--- config.mk ---
export PLATFORM = sky130hd
export DESIGN_NAME = ftdi_sync_fifo_bridge
export DESIGN_NICKNAME = d
export VERILOG_FILES = /design/src/rtl/ftdi_sync_fifo_bridge.sv
export SDC_FILE = /design/constraint.sdc
export NUM_CORES = 1
export LEC_CHECK = 0
export BUFFER_PORTS_ARGS = -buffer_cell sky130_fd_sc_hd__buf_2
export CORE_ASPECT_RATIO = 0.7
export CORE_MARGIN = 2
export CORE_UTILIZATION = 40
export DETAILED_ROUTE_END_ITERATION = 8
export GPL_TIMING_DRIVEN = 0
export PLACE_DENSITY_LB_ADDON = 0.15
export SLEW_MARGIN = 40
export SYNTH_ARGS = -nofsm -noshare
export SYNTH_HDL_FRONTEND = slang
export SYNTH_SLANG_ARGS = --single-unit
--- constraint.sdc ---
create_clock -name clk_60 -period 2.54 [get_ports clk_60]
set_input_delay 0.508 -clock clk_60 [delete_from_list [all_inputs] [get_ports clk_60]]
set_output_delay 0.508 -clock clk_60 [all_outputs]
set_load 0.05 [all_outputs]
--- src/rtl/ftdi_sync_fifo_bridge.sv ---
// ftdi_sync_fifo_bridge
// Bridges an FT232H-style 245 synchronous FIFO bus to an RX and a TX byte stream.
// Each direction has a small first-word-fall-through FIFO. Read and write visits
// are arbitrated round-robin and capped at a burst length. A turnaround cycle
// separates every change of bus direction, so the FTDI and the FPGA never drive
// the bus in the same cycle.
module ftdi_sync_fifo_bridge #(
    parameter int RX_DEPTH = 16,
    parameter int TX_DEPTH = 16,
    parameter int RX_BURST = 64,
    parameter int TX_BURST = 64
) (
    input  logic                      clk_60,
    input  logic                      rst_n,
    input  logic [7:0]                ftdi_din,
    output logic [7:0]                ftdi_dout,
    output logic                      ftdi_dout_oe,
    input  logic                      rxf_n,
    input  logic                      txe_n,
    output logic                      oe_n,
    output logic                      rd_n,
    output logic                      wr_n,
    output logic [7:0]                rx_data,
    output logic                      rx_valid,
    input  logic                      rx_ready,
    input  logic [7:0]                tx_data,
    input  logic                      tx_valid,
    output logic                      tx_ready,
    output logic [$clog2(RX_DEPTH):0] rx_level,
    output logic [$clog2(TX_DEPTH):0] tx_level
);

    localparam int RX_AW = $clog2(RX_DEPTH);
    localparam int TX_AW = $clog2(TX_DEPTH);
    localparam int RX_LW = RX_AW + 1;
    localparam int TX_LW = TX_AW + 1;
    localparam int BMAX  = (RX_BURST > TX_BURST) ? RX_BURST : TX_BURST;
    localparam int CW    = $clog2(BMAX) + 1;

    typedef enum logic [2:0] {IDLE, RD_OE, RD, RD_END, WR} state_t;

    state_t          state_reg, state_next;
    logic            last_rx_reg, last_rx_next;     // 1 = most recent visit was a read
    logic [CW-1:0]   burst_cnt_reg, burst_cnt_next;
    logic            oe_n_reg, dout_oe_reg;

    // RX FIFO storage and bookkeeping
    logic [7:0]       rx_mem [RX_DEPTH];
    logic [RX_AW-1:0] rx_wr_ptr_reg, rx_rd_ptr_reg;
    logic [RX_LW-1:0] rx_level_reg;
    logic             rx_full, rx_empty, rx_push, rx_pop, rx_ok;

    // TX FIFO storage and bookkeeping
    logic [7:0]       tx_mem [TX_DEPTH];
    logic [TX_AW-1:0] tx_wr_ptr_reg, tx_rd_ptr_reg;
    logic [TX_LW-1:0] tx_level_reg;
    logic             tx_full, tx_empty, tx_push, tx_pop, tx_ok;

    assign rx_full  = (rx_level_reg == RX_LW'(RX_DEPTH));
    assign rx_empty = (rx_level_reg == '0);
    assign tx_full  = (tx_level_reg == TX_LW'(TX_DEPTH));
    assign tx_empty = (tx_level_reg == '0);

    // Strobes are combinational so that a rising rxf_n/txe_n stops the transfer on the same edge
    assign rd_n = !(state_reg == RD) | rxf_n | rx_full;
    assign wr_n = !(state_reg == WR) | txe_n | tx_empty;

    assign rx_push = !rd_n;
    assign rx_pop  = rx_ready & !rx_empty;
    assign tx_push = tx_valid & !tx_full;
    assign tx_pop  = !wr_n;

    assign rx_ok = !rxf_n & !rx_full;
    assign tx_ok = !txe_n & !tx_empty;

    assign oe_n         = oe_n_reg;
    assign ftdi_dout_oe = dout_oe_reg;
    assign ftdi_dout    = tx_mem[tx_rd_ptr_reg];
    assign rx_data      = rx_mem[rx_rd_ptr_reg];
    assign rx_valid     = !rx_empty;
    assign tx_ready     = !tx_full;
    assign rx_level     = rx_level_reg;
    assign tx_level     = tx_level_reg;

    // Next-state logic: arbitration, burst counting and visit exit conditions
    always_comb begin
        state_next     = state_reg;
        last_rx_next   = last_rx_reg;
        burst_cnt_next = burst_cnt_reg;
        case (state_reg)
            IDLE: begin
                burst_cnt_next = '0;
                if (rx_ok && (!last_rx_reg || !tx_ok)) begin
                    state_next = RD_OE;
                end else if (tx_ok) begin
                    state_next = WR;
                end
            end
            RD_OE: begin
                state_next = RD;
            end
            RD: begin
                if (rx_push) begin
                    burst_cnt_next = burst_cnt_reg + CW'(1);
                end
                if (rxf_n || rx_full || (rx_push && (burst_cnt_reg == CW'(RX_BURST - 1)))) begin
                    state_next = RD_END;
                end
            end
            RD_END: begin
                last_rx_next = 1'b1;
                state_next   = IDLE;
            end
            WR: begin
                if (tx_pop) begin
                    burst_cnt_next = burst_cnt_reg + CW'(1);
                end
                if (txe_n || tx_empty || (tx_pop && (burst_cnt_reg == CW'(TX_BURST - 1)))) begin
                    last_rx_next = 1'b0;
                    state_next   = IDLE;
                end
            end
            default: begin
                state_next = IDLE;
            end
        endcase
    end

    // State register plus registered bus-direction controls derived from the next state
    always_ff @(posedge clk_60 or negedge rst_n) begin
        if (!rst_n) begin
            state_reg     <= IDLE;
            last_rx_reg   <= 1'b0;
            burst_cnt_reg <= '0;
            oe_n_reg      <= 1'b1;
            dout_oe_reg   <= 1'b0;
        end else begin
            state_reg     <= state_next;
            last_rx_reg   <= last_rx_next;
            burst_cnt_reg <= burst_cnt_next;
            oe_n_reg      <= !((state_next == RD_OE) || (state_next == RD));
            dout_oe_reg   <= (state_next == WR);
        end
    end

    // RX FIFO data write; storage is not reset, only the pointers are
    always_ff @(posedge clk_60) begin
        if (rx_push) begin
            rx_mem[rx_wr_ptr_reg] <= ftdi_din;
        end
    end

    // TX FIFO data write
    always_ff @(posedge clk_60) begin
        if (tx_push) begin
            tx_mem[tx_wr_ptr_reg] <= tx_data;
        end
    end

    // RX FIFO pointers and occupancy; simultaneous push and pop leave the level unchanged
    always_ff @(posedge clk_60 or negedge rst_n) begin
        if (!rst_n) begin
            rx_wr_ptr_reg <= '0;
            rx_rd_ptr_reg <= '0;
            rx_level_reg  <= '0;
        end else begin
            if (rx_push) begin
                rx_wr_ptr_reg <= rx_wr_ptr_reg + RX_AW'(1);
            end
            if (rx_pop) begin
                rx_rd_ptr_reg <= rx_rd_ptr_reg + RX_AW'(1);
            end
            if (rx_push && !rx_pop) begin
                rx_level_reg <= rx_level_reg + RX_LW'(1);
            end else if (!rx_push && rx_pop) begin
                rx_level_reg <= rx_level_reg - RX_LW'(1);
            end
        end
    end

    // TX FIFO pointers and occupancy
    always_ff @(posedge clk_60 or negedge rst_n) begin
        if (!rst_n) begin
            tx_wr_ptr_reg <= '0;
            tx_rd_ptr_reg <= '0;
            tx_level_reg  <= '0;
        end else begin
            if (tx_push) begin
                tx_wr_ptr_reg <= tx_wr_ptr_reg + TX_AW'(1);
            end
            if (tx_pop) begin
                tx_rd_ptr_reg <= tx_rd_ptr_reg + TX_AW'(1);
            end
            if (tx_push && !tx_pop) begin
                tx_level_reg <= tx_level_reg + TX_LW'(1);
            end else if (!tx_push && tx_pop) begin
                tx_level_reg <= tx_level_reg - TX_LW'(1);
            end
        end
    end

endmodule
==> metrics.txt, run 1 <==
DRT Pass-1 Iters 5; vias in the first global route about 6,400; worst slew pin tran between 700 and 800 ps; skew final 8.81 ps; Pleak 4.99 nW; Crit Path Class reg2out; Final setup viols 17; max_slew headroom 46.8%; Core Area 0.0291 mm2; post-DR vias/cell approximately 5.4; number of remaining DRC errors 0; Crit. End Element primary output; final worst setup slack -272 ps; row cnt 52; Nets 811; FILL cells 2,350; Seq/Total Area, Yosys 72.5%; predominant post-synthesis flop cell edfxtp_1; final core occ 49.8%; number of enable flip-flop cells after synthesis about 260; Synth Register Bits 295; RSZ-0062 raised after global routing yes; final period utilization 111%; Power Dens Cells roughly 1200 mW/mm2; Cell Area, Placed 0.0128 mm2; Critical Path Fanout Max 8; Skew-Pair Late Insertion Delay 530 ps; Min-Delay Path Class in2reg; Arr. time, crit path 2300 ps; initial drt markers approximately 400; routed length per instance 22.0 um; synthesis-to-layout area growth 21.6%; startpoint types flop; CTS max path bufs 3; IO buf count 53; fin area 0.0145 mm2; Clock Tree Root clkbuf_16; via count of the routed design 6,336; max-cap violations 0; Synthesis Warnings 0; TritonCTS Sinks 295; mapped cell area 0.0119 mm2; Netlist cell types 42; status complete, but fails checks; Post-Syn Instances 649; Req. time, crit path roughly 2000 ps; CP Cell Sequence buf_8, buf_12, mux4_2, a22oi_2, nand2_1, buf_6; Buf+Inv Stages, Crit Path 3; worst vdd ir 0.000772 V; fmax 0.356 GHz; Slew Limit Fails 0; share of cells above drive strength 1 37.5%; ANT nets after route 0; Total GRT Usage 16.5%; H-tree depth 1; Initial Util about two fifths; CTS Buf Count 29; Congestion Overflow GR 0; average size of a mapped cell 18.4 um2; crit-path max cell delay 510 ps; Pwr Total 17.7 mW; async set-reset flop share out of synthesis a little over an eighth; RePlAce Congestion ~0.87; Die Y 149 um; HPWL after detailed placement 16.7 mm; Worst-path clk slew 60 ps; largest net degree at the start of global routing 40; initial antenna violation count 0; first-pass GRT wire length 38.6 mm; CTS tree done; count of final hold-check violations 0; CP top delay family multiplexers; Routed WL 25.7 mm; DIE WIDTH 211 um; Synthesized Nets 692; Top-Level Pins 54; Final Critical Period roughly 2800 ps; failing checks negative setup slack; number of diodes 0; die area 0.0313 mm2; Critical-path top delay cell mux4_2
-- synth_stat cells (5+ instances only) --
cell / number / area (um2)
clkbuf_1: 13 / 48.8
a22oi_1: 32 / 240
and3_1: 7 / 43.8
nor3_1: 9 / 45.0
nor2_1: 26 / 97.6
xnor2_1: 20 / 175
ha_1: 19 / 238
a21oi_1: 10 / 50.1
inv_1: 14 / 52.6
nand2b_1: 6 / 37.5
and2_1: 16 / 100
buf_2: 9 / 45.0
nand2_1: 45 / 169
edfxtp_1: 256 / 7690
nor2b_1: 5 / 31.3
buf_1: 6 / 22.5
dfrtp_1: 38 / 951
mux4_2: 64 / 1440
o21ai_0: 12 / 60.1
-- worst register-to-register path, cell delays in order (launching register included) --
cell and delay [ps]:
dfrtp_2 430, nor4_4 280, buf_6 160, a21oi_4 70, and3_4 180, clkinvlp_4 100, ha_4 150, inv_4 50
ha_4 220, nor2b_1 130, o21a_1 160, or3_1 320, a21oi_2 150, xnor2_1 130
-- layout by cell type (no fill, tap or decap), types with 5 or more instances in the layout --
cell type,synthesis,layout
edfxtp_1,256,256
mux4_2,64,64
nand2_1,45,43
buf_2,9,34
buf_4,1,33
clkbuf_16,0,31
dfrtp_1,38,27
a22oi_2,0,26
nor2_1,26,20
xnor2_1,20,20
buf_6,0,20
ha_1,19,15
and2_1,16,14
o21ai_0,12,12
dfrtp_2,0,11
clkbuf_1,13,10
inv_1,14,9
clkinv_2,0,8
buf_12,0,7
a22oi_1,32,6
nor2_2,0,6
a21oi_1,10,6
nor3_2,2,6
and3_1,7,6
nand2b_1,6,5
clkbuf_4,0,5
nor2b_1,5,5
buf_1,6,5
nor3_1,9,5
-- power by group --
part	total [mW]	switching [mW]	internal, mW
combinational	7.32	4.20	3.12
sequential	6.22	0.413	5.81
clock	4.15	1.74	2.41
-- per-stage QoR --
step           instances  setup TNS (ps)  hold WS (ps)  worst slack [ps]
2_1_floorplan        649            -546           212              -323
3_3_place_gp        1080           -7300           532              -335
3_5_place_dp        1080           -6590           531              -363
4_1_cts             1151           -4170           265              -296
5_1_grt             1165           -5110           299              -333
6_report            1165           -3780           293              -272
-- per-layer routing --
layer | part of all wire (%) | vias up | GRT usage, %
met5 | 0 | - | 0
met4 | 1.5 | 0 | 3.45
met3 | 5.6 | 40 | 2.87
met2 | 45 | 177 | 24.8
met1 | 48 | 3312 | 25.4
li1 | - | 2807 | -
-- final cells by class --
cell class | count | area, um2 | share of cell area, %
flip-flops and latches | 295 | 8680 | 59.7
multi-input cells | 310 | 3390 | 23.3
repair buffers | 92 | 761 | 5.24
clock buffers | 35 | 758 | 5.22
well taps | 378 | 473 | 3.26
plain buffers | 25 | 245 | 1.69
clock inverters | 15 | 153 | 1.05
inverters | 15 | 70.1 | 0.482
-- cells by family (layout without fill, tap and decap cells) --
group,count (synthesis),in the layout,synth area share [%]
XOR/XNOR,24,24,1.76
multiplexers,66,66,12.3
flip-flops,295,295,72.5
adder cells (fa/ha/maj),21,21,2.32
AO/OA/AOI/OAI,68,68,3.90
buffers and inverters,44,182,1.51
AND/OR/NAND/NOR,131,131,5.75
-- final timing paths --
path | from | endpoint | slack [ps] | cells past startpoint
max in group asynchronous | rst_n | rx_rd_ptr_reg[1] | 1620 | 2
worst max-delay path | rx_rd_ptr_reg[0] | rx_data[6] | -270 | 6
worst max register to register | tx_level[1] | tx_level[4] | -50 | 13
min in group asynchronous | rst_n | tx_level[3] | 500 | 2
worst min-delay path | txe_n | state_reg[2] | 290 | 4
worst min register to register | tx_level[3] | tx_level[3] | 570 | 2
-- repair_timing --
action	in CTS	in global routing
pin swaps	24	19
gates resized for setup	109	18
setup buffers	22	13
endpoints found under the setup margin	34	50
gates cloned	2	2
hold buffers	1	0
endpoints found under the hold margin	38	0
Power figures use the tool's default switching activity.
==> run 2, diff against run 1 <==
==> constraint.sdc (replaced) <==
create_clock -name clk_60 -period 2.54 [get_ports clk_60]
set_input_delay 0.127 -clock clk_60 [delete_from_list [all_inputs] [get_ports clk_60]]
set_output_delay 0.127 -clock clk_60 [all_outputs]
set_load 0.05 [all_outputs]
==> run 2 against run 1 <==
  * The flow still finishes with violations (negative setup slack)
  * Global-route usage down 0.19 points
  * Clock power about the same
  * First-iteration DRC count up 16%
  * Critical path depth up 7
  * Setup slack better by 240 ps
  * Via count down 1.2%
  * Clock skew up 2.1 ps
  * Core utilization down 0.79 points
  * Sequential power about the same
  * Non-clock buffer count unchanged
==> metrics.txt, run 2 (same netlist as run 1, synthesis figures left out) <==
status complete, but fails checks; failing checks negative setup slack; final worst setup slack -34.5 ps; Crit Path Class reg2reg; via count of the routed design 6,261; Worst path most repeated cell ha_4; DRT Pass-1 Iters 5; die area about 0.031 mm2; count of final hold-check violations 0; worst slew pin tran 828 ps; Power Dens Cells 1180 mW/mm2; CP Cell Sequence nor4_4, buf_6, a21oi_4, and3_4, clkinvlp_4, ha_4, inv_4, ha_4, nor2b_1, o21a_1, or3_1, a21oi_2, xnor2_1; final period utilization 101%; Initial Util between 40% and 50%; first-pass GRT wire length 38.1 mm; Final Instance Count excl. Fillers 1,165; Worst-path clk slew 60 ps; post-DR vias/cell 5.37; dpl ws -311 ps; Routed WL between 20 and 30 mm; Congestion Overflow GR 0; CP top delay family simple AND/OR/NAND/NOR gates; ANT nets after route 0; Die Y 149 um; Core Area 0.0291 mm2; fmax 0.388 GHz; Arr. time, crit path 3020 ps; worst vdd ir 0.000830 V; Req. time, crit path 2990 ps; worst r2r src tx_level[1]; number of remaining DRC errors 0; number of diodes 0; Final setup viols 1; skew final 10.9 ps; Final Critical Period 2570 ps; leading cell types in the layout, fill and taps excluded 256 x edfxtp_1, 64 x mux4_2, 49 x buf_2; most common cell after layout, fill and taps aside edfxtp_1; Nets about 800; Buf+Inv Stages, Crit Path 3; fin area 0.0143 mm2; initial drt markers 461; IO buf count 53; synthesis-to-layout area growth 19.7%; CTS max path bufs 3; Critical Path Fanout Max 4; Slew Limit Fails 0; routed length per instance 21.6 um; Skew-Pair Late Insertion Delay 530 ps; Pleak 4.91 nW; Crit. End Element flop; Top-Level Pins 54; crit-path max cell delay approximately 430 ps; row cnt 52; Total GRT Usage 16.3%; Pwr Total 16.9 mW; startpoint types flop; DIE WIDTH roughly 210 um; Critical-path top delay cell dfrtp_2; HPWL after detailed placement 16.7 mm; max_slew headroom 44.6%; Worst Setup SP tx_level[1]; H-tree depth 1; Cell Area, Placed 0.0128 mm2; RePlAce Congestion 0.866; max-cap violations 0; share of cells above drive strength 1 34.2%; Clock Tree Root clkbuf_16; CTS Buf Count 29; vias in the first global route 6,346; largest net degree at the start of global routing 40; dpl cells 1,080; CTS tree done; Min-Delay Path Class in2reg; RSZ-0062 raised after global routing yes; initial antenna violation count 0; TritonCTS Sinks around 300; hold path startpoint tx_data[4]
run 2: report_power, final:
| part | total (mW) | leakage (nW) | internal (mW) | switching [mW] |
|---|---|---|---|---|
| Clock | 4.15 | 0.448 | 2.41 | 1.74 |
| Sequential | 6.23 | 2.78 | 5.81 | 0.425 |
| Combinational | 6.52 | 1.68 | 2.55 | 3.97 |
| Total | 16.9 | 4.91 | 10.8 | 6.13 |
run 2: layer usage:
layer	global-route usage, %	part of all wire, %	wire, um
met5	0	0	0
met4	3.10	1.5	388
met3	2.83	5.9	1480
met2	24.7	45	11300
met1	25.0	48	12000
run 2: worst reg2reg max path, delay by kind of cell (launching register included):
| family | cells | cell delay [ps] |
|---|---|---|
| and+or+nand+nor | 4 | 910 |
| DFF | 1 | 430 |
| AOI/OAI and AO/OA | 3 | 380 |
| adders and majority gates | 2 | 360 |
| buffers and inverters | 3 | 290 |
| xor gates and xnor gates | 1 | 130 |
run 2: worst paths after layout:
path / endpoint / slack [ps] / depth (start not counted)
setup / recovery: tx_level[4] / -30 / 13
hold / removal: tx_mem[8][4] / 20 / 1
setup reg to reg: tx_level[4] / -30 / 13
hold reg to reg: rx_level[0] / 570 / 1
max in group asynchronous: rx_rd_ptr_reg[1] / 1990 / 2
min in group asynchronous: tx_level[3] / 130 / 2
run 2: per-stage QoR:
step / setup TNS, ps / hold WS [ps] / utilization, %
final: -34.5 / 15.5 / 49.1
after global routing: -206 / 15.1 / 49.1
after CTS: -83.8 / 2.73 / 48.4
after detailed placement: -508 / 150 / 44.0
after global placement: -1730 / 291 / 43.9
after floorplan: -546 / -169 / -
run 2: area by class of cell:
class / instances / area [um2]
Clock inverter: 15 / 153
Clock buffer: 35 / 758
Fill cell: 2387 / 14800
Tap cell: 378 / 473
Buffer: 25 / 223
Inverter: 15 / 67.6
Multi-Input combinational cell: 310 / 3320
Sequential cell: 295 / 8680
Timing Repair Buffer: 92 / 622
run 2: what timing repair did:
action | CTS | global route
hold buffers | 15 | 0
buffers inserted | 8 | 16
cloned | 0 | 0
resized for setup | 53 | 17
pin swaps | 5 | 9
hold endpoints to repair | 152 | 0
setup endpoints to repair | 32 | 19
